**config.mk**
```make
export PLATFORM = sky130hd
export DESIGN_NAME = spi_mem
export DESIGN_NICKNAME = d
export VERILOG_FILES = /design/src/rtl/spi_mem.sv
export SDC_FILE = /design/constraint.sdc
export NUM_CORES = 1
export LEC_CHECK = 0
export BUFFER_PORTS_ARGS = -buffer_cell sky130_fd_sc_hd__clkbuf_2
export CAP_MARGIN = 40
export CORE_MARGIN = 3
export CORE_UTILIZATION = 40
export DETAILED_ROUTE_END_ITERATION = 10
export SYNTH_ARGS = -nofsm -noshare
export SYNTH_HDL_FRONTEND = slang
export SYNTH_SLANG_ARGS = --single-unit
```
**constraint.sdc**
```tcl
create_clock -name clk -period 3.6 [get_ports clk]
set_input_delay 0.18 -clock clk [delete_from_list [all_inputs] [get_ports clk]]
set_output_delay 0.18 -clock clk [all_outputs]
set_load 0.03 [all_outputs]
```
**src/rtl/spi_mem.sv**
```systemverilog
// SPI-style serial memory: op/address/data frames arrive LSB first on mosi, read data returns on miso.
// Writes commit one cycle after the last data bit; reads announce themselves with a one-cycle ready pulse.
module spi_mem #(
  parameter int         MEM_DEPTH = 32,
  parameter logic [7:0] INIT_VAL  = 8'h00
) (
  input  logic clk,
  input  logic rst,
  input  logic cs,
  input  logic mosi,
  output logic miso,
  output logic ready,
  output logic op_done
);

  // Addresses are 8 bits on the wire, so MEM_DEPTH is expected to be at most 256.
  localparam int AW = (MEM_DEPTH > 1) ? $clog2(MEM_DEPTH) : 1;

  typedef enum logic [2:0] {
    IDLE,
    GET_OP,
    GET_ADDR,
    GET_DATA,
    WRITE,
    RD_READY,
    RD_SHIFT
  } state_t;

  state_t     state, state_n;
  logic       op, op_n;
  logic [7:0] addr, addr_n;
  logic [7:0] data, data_n;
  logic [7:0] shreg, shreg_n;
  logic [3:0] cnt, cnt_n;
  logic       miso_n, ready_n, op_done_n;
  logic       mem_we;
  logic       in_range;
  logic [AW-1:0] idx;
  logic [7:0] rd_word;

  logic [7:0] mem [MEM_DEPTH];

  assign in_range = ({24'd0, addr} < MEM_DEPTH);
  assign idx      = addr[AW-1:0];
  assign rd_word  = in_range ? mem[idx] : 8'h00;

  always_ff @(posedge clk) begin
    if (rst) begin
      state   <= IDLE;
      op      <= 1'b0;
      addr    <= 8'h00;
      data    <= 8'h00;
      shreg   <= 8'h00;
      cnt     <= 4'd0;
      miso    <= 1'b0;
      ready   <= 1'b0;
      op_done <= 1'b0;
    end else begin
      state   <= state_n;
      op      <= op_n;
      addr    <= addr_n;
      data    <= data_n;
      shreg   <= shreg_n;
      cnt     <= cnt_n;
      miso    <= miso_n;
      ready   <= ready_n;
      op_done <= op_done_n;
    end
  end

  always_ff @(posedge clk) begin
    if (rst) begin
      for (int i = 0; i < MEM_DEPTH; i++) mem[i] <= INIT_VAL;
    end else if (mem_we) begin
      mem[idx] <= data;
    end
  end

  always_comb begin
    state_n   = state;
    op_n      = op;
    addr_n    = addr;
    data_n    = data;
    shreg_n   = shreg;
    cnt_n     = cnt;
    miso_n    = 1'b0;
    ready_n   = 1'b0;
    op_done_n = 1'b0;
    mem_we    = 1'b0;

    case (state)
      IDLE: begin
        if (!cs) state_n = GET_OP;
      end

      GET_OP: begin
        if (cs) begin
          state_n = IDLE;
        end else begin
          op_n    = mosi;
          cnt_n   = 4'd0;
          state_n = GET_ADDR;
        end
      end

      // cs rising together with the final bit of a phase still completes that phase.
      GET_ADDR: begin
        if (cs && cnt != 4'd7) begin
          cnt_n   = 4'd0;
          state_n = IDLE;
        end else begin
          addr_n = {mosi, addr[7:1]};
          cnt_n  = cnt + 4'd1;
          if (cnt == 4'd7) begin
            cnt_n   = 4'd0;
            state_n = op ? GET_DATA : RD_READY;
          end
        end
      end

      GET_DATA: begin
        if (cs && cnt != 4'd7) begin
          cnt_n   = 4'd0;
          state_n = IDLE;
        end else begin
          data_n = {mosi, data[7:1]};
          cnt_n  = cnt + 4'd1;
          if (cnt == 4'd7) begin
            cnt_n   = 4'd0;
            state_n = WRITE;
          end
        end
      end

      WRITE: begin
        mem_we    = in_range;
        op_done_n = 1'b1;
        state_n   = IDLE;
      end

      RD_READY: begin
        ready_n = 1'b1;
        shreg_n = rd_word;
        cnt_n   = 4'd0;
        state_n = RD_SHIFT;
      end

      // Eight data cycles, then one extra edge to drop miso and return to IDLE.
      RD_SHIFT: begin
        if (cnt == 4'd8) begin
          cnt_n   = 4'd0;
          state_n = IDLE;
        end else begin
          miso_n  = shreg[0];
          shreg_n = {1'b0, shreg[7:1]};
          cnt_n   = cnt + 4'd1;
        end
      end

      default: state_n = IDLE;
    endcase
  end

endmodule

```
==> results.md <==
* Total vias in the final route at 7651
* Kind of path behind the tightest hold check: input port to register
* Met1 Wirelength at 14.5 mm
* Maximum clock path buffer count at 3
* Highest Signal Layer: met4
* Clock tree root driver cell: clkbuf_16
* TritonCTS sink count at between 200 and 300
* Clock Skew at 0.0111 ns
* Yosys reg bits at 296
* Number of hold violations in the final report at 0
* Crit path time final at 2.82 ns
* Number of antenna-violating nets in the routed design at 0
* Number of detailed-route iterations in the first pass at 5
* Result of the run: finished, final reports clean
* Net count reported at finish at between 900 and 1000
* Worst IR Drop VDD at 0.348 mV
* Arr. time, crit path at 3.10 ns
* Critical path class: register to register
* Post-synthesis sequential area ratio at 0.627
* WHS Endpoint: op$_SDFFE_PP0P_
* Kind of end point of the critical path: register
* Req. time, crit path at 3.87 ns
* Reg-to-reg setup timing slack at around 0.78 ns
* Routed wire length on met3 at 1.68 mm
* Post-synth EDFFs at 256
* Synth area leaders: edfxtp_1 57%, and2_1 12%, mux4_2 9.8%, dfxtp_1 5.9%, mux2i_1 3.3%
* Number of buffers added on ports at 6
* Cts hold-fix bufs at 1
* Area of the die at between 30000 and 40000 um^2
* Hold wc startpoint: cs
* Unrepaired setup endpoints after global routing: no
* Fraction of synthesized cell area taken by the top area cell type at 0.568
* Leakage at 5.09 nW
* Netlist area before placement at 13500 um^2
* Depth of the worst register-to-register path at 5
* Slew margin rel. at 0.384
* Worst slack at placement at around 0.82 ns
* H-tree depth at 1
* Vias per cell at 5.30
* Hold Path Cell Cnt at 4
* Number of setup violations in the final report at 0
* Gate Count Post-Synth at 962
* Iteration-0 DRC Markers at 701
* Number of nets in the synthesized netlist at 968
* Wire length per cell at 21.6 um
* Detailed Place HPWL at 19.6 mm
* Gr ovfl total at 0
* Most common flop cell mapped by yosys: edfxtp_1
* Global-route wire length before repair at 47.8 mm
* Core Rows at 66
* Top cells by count, synth: 263 x and2_1, 256 x edfxtp_1, 59 x mux4_2
* Final Total Pwr at 0.00737 W
* Sum of negative setup slack at 0 ns
* Final max-slew violation count at 0
* Fraction of layout cells with a size suffix above 1 at 0.184
* Vias in the first global route at 7628
* Final Worst Setup Slack at 0.776 ns
* Largest net degree at the start of global routing at 40
* CP max FO at 16
* Routed WL at between 30 and 40 mm
* TritonCTS clock tree: built
* Synth area leader: edfxtp_1
* Starting density of the core at 0.411
* Placeable core region at 32900 um^2
* Total clock buffers created by CTS at 31
* Number of antenna violations at the first check in global routing at 0
* Setup repair bufs after CTS at 0
* Most frequent cell after synthesis: and2_1
* Mean cell area of the mapped netlist at between 10 and 15 um^2
* RD Place Congestion at 0.771
* Startpoint kind of the worst setup timing path: register
* Max-Cap Viols at 0
* Number of warnings printed during yosys synthesis at 0
* Launch point of the worst reg-to-reg path: state[2]$_SDFFE_PP0P_
* Final antenna diode count at 0
* Reg2Reg Capture Point: mem[6][4]$_SDFFCE_PN0P_
* Clock insertion delay at the later pin of the skew report at 0.56 ns
* Proportion of synthesized flip-flops having asynchronous set or reset at 0
* Final period utilization at 0.784
* Met2 layer wire length in the routed design at 14.4 mm
* DRC violations left at 0
* Height of the chip at approximately 190 um
* Library cells used by synthesis at 47
* Measured slew at the worst slew-check pin at 0.924 ns
* I/O pin total at 7
* Register clock-pin slew on the reported worst setup and hold paths at 0.06 ns
* Power density over the cells at 483 nW/um^2
* Upper clock frequency limit at roughly 350 MHz
* Post-cts resize count at 0
* Synthesis-to-layout area growth at 12.7%
* Die width at 190 um
* Overall global routing resource usage at 0.175
## per-layer routing
metal,up-vias,track usage
li1,3547,-
met1,3824,0.257
met2,237,0.278
met3,43,0.0217
met4,0,0.0421
met5,-,0
## worst max-delay path, cell delays in order (launching register included)
cell and delay, ns:
dfxtp_1 0.48, or4b_4 0.53, nor4_2 0.26, nand2_1 0.54, o21ai_0 0.48, buf_4 0.23
## registers in the layout (all words and copies together) (netlist names), named ones only
signal and flops:
op_done 1, addr 8, miso 1, state 3, mem 256, op 1
cnt 4, ready 1, data 8, shreg 8
## cells in the final DEF, fill, tap and decap left out, types with 6 or more instances in the layout
master     synthesis  routed
mux2i_1           45      45
a211oi_1           6       6
a21oi_1            9       9
nand2_1           25      25
clkbuf_2           0       6
mux4_2            59      59
buf_4              1      42
clkbuf_1          48       6
dfxtp_1           40      32
nor2_1            52      52
nor3_1             7       7
clkbuf_16          0      31
and2_1           263     263
o21ai_0           36      36
dfxtp_2            0       6
nand3b_1           9       9
nor2b_1           10      10
o221ai_1           6       6
edfxtp_1         256     256
inv_1              7       7
## report_power, final
part / switching (W) / total [W] / internal [W] / leakage [nW]
registers: 0.0000549 / 0.00391 / 0.00386 / 2.78
logic: 0.000118 / 0.000206 / 0.0000878 / 1.82
clock network: 0.00132 / 0.00325 / 0.00193 / 0.496
total: 0.00150 / 0.00737 / 0.00587 / 5.09
## layout make-up
| type | count | area, um^2 |
|---|---|---|
| repair buffers | 51 | 395 |
| clock buffers | 40 | 840 |
| multi-input cells | 590 | 4740 |
| clock inverters | 18 | 198 |
| flip-flops and latches | 296 | 8500 |
| inverters | 7 | 26.3 |
| fillers | 2840 | 17700 |
| well taps | 442 | 553 |
## how the worst max path moves through the flow
stage	depth (start not counted)	from	end
detailed placement	5	state[2]$_SDFFE_PP0P_	mem[6][7]$_SDFFCE_PN0P_
global placement	5	state[2]$_SDFFE_PP0P_	mem[8][5]$_SDFFCE_PN0P_
finish	5	state[2]$_SDFFE_PP0P_	mem[6][4]$_SDFFCE_PN0P_
CTS	5	state[2]$_SDFFE_PP0P_	mem[6][7]$_SDFFCE_PN0P_
global route	5	state[2]$_SDFFE_PP0P_	mem[6][7]$_SDFFCE_PN0P_
floorplan	6	state[2]$_SDFFE_PP0P_	mem[29][0]$_SDFFCE_PN0P_
## logic make-up (layout without fill, tap and decap cells)
logic type               after synthesis  after routing  synth area share
buffers and inverters                 76            116            0.0231
flip-flops                           296            296             0.627
AND/OR/NAND/NOR                      397            397             0.173
adder cells (fa/ha/maj)                2              2           0.00185
multiplexers                         108            108             0.135
AO/OA/AOI/OAI                         83             83            0.0402
## through the flow
stage	std cells	instance area, um^2	hold WS (ns)	utilization
global placement	1385	14200	0.471	0.431
detailed placement	1385	14200	0.484	0.431
global route	1444	15300	0.118	0.463
floorplan	962	13500	0.327	-
CTS	1444	15300	0.0686	0.463
finish	1444	15300	0.0886	0.463
(Power assumes the default switching activity.)
